File: src/rtl/iq_modulation.sv
// iq_modulation: quarter-rate IQ upconverter with a small input FIFO.
// Optional build macro IQ_MOD_HOLD_EN: on underflow, re-rotate the last popped pair.
//
// Ports:
//   clk, reset     - clock, synchronous active-high reset
//   mod_en         - block enable; low flushes the FIFO and idles the block
//   I_BB, Q_BB     - signed baseband sample, BB_W bits
//   bb_valid       - baseband sample valid
//   bb_ready       - FIFO can accept a sample this cycle
//   DAC_rdy        - strobe requesting the next IF sample
//   I_IF, Q_IF     - registered signed IF sample, BB_W+1 bits
//   mod_rdy        - one-cycle pulse when I_IF/Q_IF update
//   underflow      - one-cycle pulse when a strobe finds the FIFO empty
//   lo_phase       - LO phase used for the current I_IF/Q_IF
module iq_modulation #(
    parameter int BB_W  = 9,
    parameter int DEPTH = 4
) (
    input  logic            clk,
    input  logic            reset,
    input  logic            mod_en,
    input  logic [BB_W-1:0] I_BB,
    input  logic [BB_W-1:0] Q_BB,
    input  logic            bb_valid,
    output logic            bb_ready,
    input  logic            DAC_rdy,
    output logic [BB_W:0]   I_IF,
    output logic [BB_W:0]   Q_IF,
    output logic            mod_rdy,
    output logic            underflow,
    output logic [1:0]      lo_phase
);

    localparam int AW = $clog2(DEPTH);
    localparam int OW = BB_W + 1;
    localparam logic [AW:0] L_FULL = (AW+1)'(DEPTH);

    logic [BB_W-1:0] r_mem_i [DEPTH];
    logic [BB_W-1:0] r_mem_q [DEPTH];
    logic [AW-1:0]   r_wptr;
    logic [AW-1:0]   r_rptr;
    logic [AW:0]     r_count;
    logic [1:0]      r_phase;
`ifdef IQ_MOD_HOLD_EN
    logic [BB_W-1:0] r_last_i;
    logic [BB_W-1:0] r_last_q;
`endif

    logic            w_en;
    logic            w_empty;
    logic            w_push;
    logic            w_pop;
    logic            w_zero;
    logic [BB_W-1:0] w_src_i;
    logic [BB_W-1:0] w_src_q;
    logic [OW-1:0]   w_ext_i;
    logic [OW-1:0]   w_ext_q;
    logic [OW-1:0]   w_rot_i;
    logic [OW-1:0]   w_rot_q;

    assign w_en     = mod_en & ~reset;
    assign w_empty  = (r_count == '0);
    assign bb_ready = w_en & (r_count < L_FULL);
    assign w_push   = bb_valid & bb_ready;
    assign w_pop    = DAC_rdy & ~w_empty;

    // Rotation source: FIFO head, or the retained pair when the FIFO is empty.
    always_comb begin
        w_src_i = r_mem_i[r_rptr];
        w_src_q = r_mem_q[r_rptr];
`ifdef IQ_MOD_HOLD_EN
        w_zero = 1'b0;
        if (w_empty) begin
            w_src_i = r_last_i;
            w_src_q = r_last_q;
        end
`else
        w_zero = w_empty;
`endif
    end

    // Widen before negating so that -(-2^(BB_W-1)) stays exact.
    assign w_ext_i = {w_src_i[BB_W-1], w_src_i};
    assign w_ext_q = {w_src_q[BB_W-1], w_src_q};

    always_comb begin
        w_rot_i = w_ext_i;
        w_rot_q = w_ext_q;
        unique case (r_phase)
            2'd0: begin
                w_rot_i = w_ext_i;
                w_rot_q = w_ext_q;
            end
            2'd1: begin
                w_rot_i = -w_ext_q;
                w_rot_q = w_ext_i;
            end
            2'd2: begin
                w_rot_i = -w_ext_i;
                w_rot_q = -w_ext_q;
            end
            2'd3: begin
                w_rot_i = w_ext_q;
                w_rot_q = -w_ext_i;
            end
        endcase
    end

    always_ff @(posedge clk) begin
        if (reset || !mod_en) begin
            r_wptr    <= '0;
            r_rptr    <= '0;
            r_count   <= '0;
            r_phase   <= 2'd0;
            I_IF      <= '0;
            Q_IF      <= '0;
            lo_phase  <= 2'd0;
            mod_rdy   <= 1'b0;
            underflow <= 1'b0;
`ifdef IQ_MOD_HOLD_EN
            r_last_i  <= '0;
            r_last_q  <= '0;
`endif
        end else begin
            mod_rdy   <= 1'b0;
            underflow <= 1'b0;

            if (w_push) begin
                r_mem_i[r_wptr] <= I_BB;
                r_mem_q[r_wptr] <= Q_BB;
                r_wptr          <= r_wptr + AW'(1);
            end

            if (w_pop) begin
                r_rptr <= r_rptr + AW'(1);
`ifdef IQ_MOD_HOLD_EN
                r_last_i <= r_mem_i[r_rptr];
                r_last_q <= r_mem_q[r_rptr];
`endif
            end

            if (w_push && !w_pop) begin
                r_count <= r_count + (AW+1)'(1);
            end else if (!w_push && w_pop) begin
                r_count <= r_count - (AW+1)'(1);
            end

            // Phase advances on every strobe, underflow included.
            if (DAC_rdy) begin
                mod_rdy   <= 1'b1;
                underflow <= w_empty;
                lo_phase  <= r_phase;
                r_phase   <= r_phase + 2'd1;
                I_IF      <= w_zero ? '0 : w_rot_i;
                Q_IF      <= w_zero ? '0 : w_rot_q;
            end
        end
    end

endmodule

File: config.mk
export PLATFORM = sky130hd
export DESIGN_NAME = iq_modulation
export DESIGN_NICKNAME = d
export VERILOG_FILES = /design/src/rtl/iq_modulation.sv
export SDC_FILE = /design/constraint.sdc
export NUM_CORES = 1
export LEC_CHECK = 0
export CAP_MARGIN = 20
export CORE_MARGIN = 1
export CORE_UTILIZATION = 50
export CTS_CLUSTER_SIZE = 24
export DETAILED_ROUTE_END_ITERATION = 8
export GPL_ROUTABILITY_DRIVEN = 0
export PLACE_DENSITY = 0.68
export SYNTH_ARGS = -nofsm -noshare
export SYNTH_HDL_FRONTEND = slang
export SYNTH_SLANG_ARGS = --single-unit
File: constraint.sdc
create_clock -name clk -period 3.07 [get_ports clk]
set_input_delay 0.614 -clock clk [delete_from_list [all_inputs] [get_ports clk]]
set_output_delay 0.614 -clock clk [all_outputs]
set_load 0.01 [all_outputs]
==> results by group <==
Cells and area
  – Layout cells sized above 1: 12.91%
  – Area delta synth->final: 17.31%
  – Final #Nets: 487
  – Design Area, Final: 5782 sq um
  – # diodes: 0
  – Total of fill cells in the finished design: 749

Power and ir drop
  – Peak VDD IR: 0.3455 mV
  – Total power draw: 2.617 mW
  – Leakage: 1.948 nW
  – Power density over the cells: 452.6 nW/um^2

STA
  – Worst-Margin Slew: 0.6858 ns
  – Max-slew violation count: 0
  – Fmax: 0.3472 GHz
  – Min cycle time layout: 2.881 ns
  – Setup TNS: 0 ns
  – Slew HR: between 50% and 60%
  – Final setup fails: 0
  – Slack of the critical path: 0.1895 ns
  – Skew final: about 0.0094 ns
  – Hold Vio Cnt, Final: 0
  – Final worst-path cycle share: 93.83%
  – Unrepaired setup endpoints after global routing: false

Setup path
  – Max incr delay on CP: 0.60 ns
  – Crit path kind: flip-flop to flip-flop
  – CP Launch Type: flip-flop
  – Reg2Reg Depth: 8
  – Delay-heaviest family, CP: simple AND/OR/NAND/NOR gates
  – Critical Path, Cell by Cell: mux4_2, inv_1, ha_1, inv_1, or4_1, or3_1, a32oi_1, o21ai_1
  – Buffers and inverters on the worst path: 2
  – CP max FO: 6
  – RR Endpoint: Q_IF[6]$_SDFFE_PP0P_
  – Most frequent CP cell: inv_1
  – Slowest-stage cell, CP: mux4_2
  – Crit. End Element: flip-flop
  – Flop2flop setup slack: 0.19 ns
  – Critical path data arrival time: around 3.1 ns
  – Worst path required time: roughly 3.3 ns

Route
  – WL met3: ~470 um
  – # DRC: 0
  – Via count: around 3.4k
  – Iteration-0 DRC Markers: 159
  – WL met2: 4813 um
  – Max layer used: met4
  – Via density: 5.718
  – Routed Antenna Nets: 0
  – WL per Instance: 17.36 um
  – First drt pass iteration count: 4
  – Drt total wl: 10,170 um
  – Routed length on met1: about 4700 um

Min path
  – Worst Hold Class: flip-flop to flip-flop
  – Hold Path Stages: 2
  – Hold Crit Endpoint: I_IF[5]$_SDFFE_PP0P_
  – Hold Path Origin: I_IF[5]$_SDFFE_PP0P_

Clock tree
  – Post-CTS Hold Buffers: 0
  – Deepest clock path buffer count: 2
  – Cts bufs inserted: 9
  – Clk pin slew, worst setup/hold paths: 0.11 ns
  – Htree depth: 3
  – Post-CTS Resized: 0
  – CTS tree: built
  – Post-CTS setup buffer count: 0
  – Root buffer cell: clkbuf_8
  – Clock Latency Late Sink: 0.36 ns
  – CTS Sinks: about 110

Floorplan
  – IO Pins: 48
  – Starting Density: 52.35%
  – Die Area: roughly 10,000 sq um
  – Die height: a little over 100 um
  – Core Footprint: roughly 9400 sq um
  – Die width: roughly 100 um
  – Rows: 35

Placed design
  – I/O Buffers: between 40 and 50
  – Post-DP Area: 5599 sq um
  – DPL Wire Length: 7140 um
  – Worst slack, placed: 0.1953 ns

Status
  – Status: completed

Synth
  – Cell taking the most area after synthesis: edfxtp_1
  – Post-synthesis net count: 432
  – Most common cell in the netlist: edfxtp_1
  – Top FF cell, synth: edfxtp_1
  – Post-synth EDFFs: 72
  – Synthesis Warnings: 0
  – Syn Std Cell Area: 4928 sq um
  – Post-Synth Adder-Cell Area: 3.199%
  – Synthesized flop and latch total: approximately 110
  – Asr flop ratio synth: 0%
  – Register area share after synthesis: 58.09%
  – Avg Inst Size Synth: approximately 12 sq um
  – Post-synth top cells: edfxtp_1 (72), nor2_1 (39), dfxtp_1 (35)
  – Compound-gate portion of the synthesized area: 11.98%
  – Simple-Gate Fraction of Synth Area: 12.03%
  – Synth top area share: 43.87%
  – Area contributors post-synth: edfxtp_1 (44%), dfxtp_1 (14%), mux4_2 (8.2%)
  – Mux contribution to synthesized area: under 10%
  – Combinational family with the most area after synthesis: simple AND/OR/NAND/NOR gates
  – Post-Syn Instances: 397
  – Post-Synth XOR/XNOR Area: roughly 2.0%
  – Yosys cell types: 52

Global routing
  – Vias in the first global route: 3,211
  – GR Util All Layers: a little over a fifth
  – Initial antenna violation count: 0
  – GRT overflow: 0
  – First-pass GRT wire length: 16,520 um
  – Largest net degree at the start of global routing: 23

Run
  – Max Cap Viol: 0
-- report_power, final --
part           total, mW  switching [mW]  internal [mW]
Clock              0.814           0.501          0.314
Sequential          1.56         0.00997           1.55
Combinational      0.240           0.134          0.106
Total               2.62           0.644           1.97
-- through the flow --
| stage | instances | util [%] | hold slack, ns |
|---|---|---|---|
| 6_report | 586 | 61.41 | 0.4658 |
| 5_1_grt | 586 | 61.41 | 0.5113 |
| 2_1_floorplan | 397 | - | 0.4716 |
| 3_5_place_dp | 570 | 59.47 | 0.4461 |
| 3_3_place_gp | 570 | 59.47 | 0.4483 |
| 4_1_cts | 586 | 61.41 | 0.4684 |
-- cell families (layout without fill, tap and decap cells) --
kind of cell / after synthesis / after routing
simple gates: 116 / 116
fa+ha+maj: 12 / 12
buf+inv: 42 / 102
compound gates: 87 / 87
mux: 22 / 22
flops: 107 / 107
xor+xnor: 11 / 11
-- area by class of cell --
type	instances	area, sq um	share of cell area, %
Clock buffer	10	127.6	2.207
Timing Repair Buffer	67	620.6	10.73
Multi-Input combinational cell	248	1883	32.57
Inverter	19	71.32	1.233
Tap cell	129	161.4	2.792
Clock inverter	6	55.05	0.9522
Sequential cell	107	2863	49.51
-- layer usage --
metal  global-route usage, %  vias up
met2                   34.85       94
met4                   6.577        0
li1                        -     1609
met1                   29.92     1633
met5                       0        -
met3                   3.037       15
-- how the worst max path moves through the flow --
stage | to | slack, ns | cells past startpoint
final | Q_IF[6]$_SDFFE_PP0P_ | 0.19 | 8
after global routing | Q_IF[6]$_SDFFE_PP0P_ | 0.04 | 8
after CTS | Q_IF[6]$_SDFFE_PP0P_ | 0.19 | 8
after detailed placement | r_count[2]$_SDFFE_PP0P_ | 0.20 | 10
after global placement | r_count[2]$_SDFFE_PP0P_ | 0.27 | 10
after floorplan | I_IF[6]$_SDFFE_PP0P_ | 0.27 | 10
-- flip-flops by register name (all words and copies together) (netlist names), named ones only --
signal and cells:
mod_rdy 1, Q_IF 10, r_wptr 2, r_mem_q 36, r_rptr 2, r_phase 2
r_count 3, I_IF 10, underflow 1, lo_phase 2, r_mem_i 36
-- cells in the final DEF (no fill, tap or decap), types with 5 or more instances in the layout --
cell	netlist	layout
a211o_1	8	8
a21oi_1	16	16
a221oi_1	10	10
a31oi_1	8	8
and3_1	6	6
buf_4	0	20
clkbuf_8	0	9
clkdlybuf4s50_1	0	47
dfxtp_1	35	35
edfxtp_1	72	72
ha_1	11	11
inv_1	18	18
mux4_2	18	18
nand2_1	28	28
nor2_1	39	39
nor2b_1	6	6
nor3_1	5	5
o211ai_1	5	5
o21ai_0	19	19
or3_1	9	9
xnor2_1	8	8
-- worst min-delay path, stage by stage (launching register included) --
cell and delay [ns]:
dfxtp_1 0.32, nand2_1 0.05, nand3_1 0.05
Note: power is estimated with default switching activity, not from simulation.
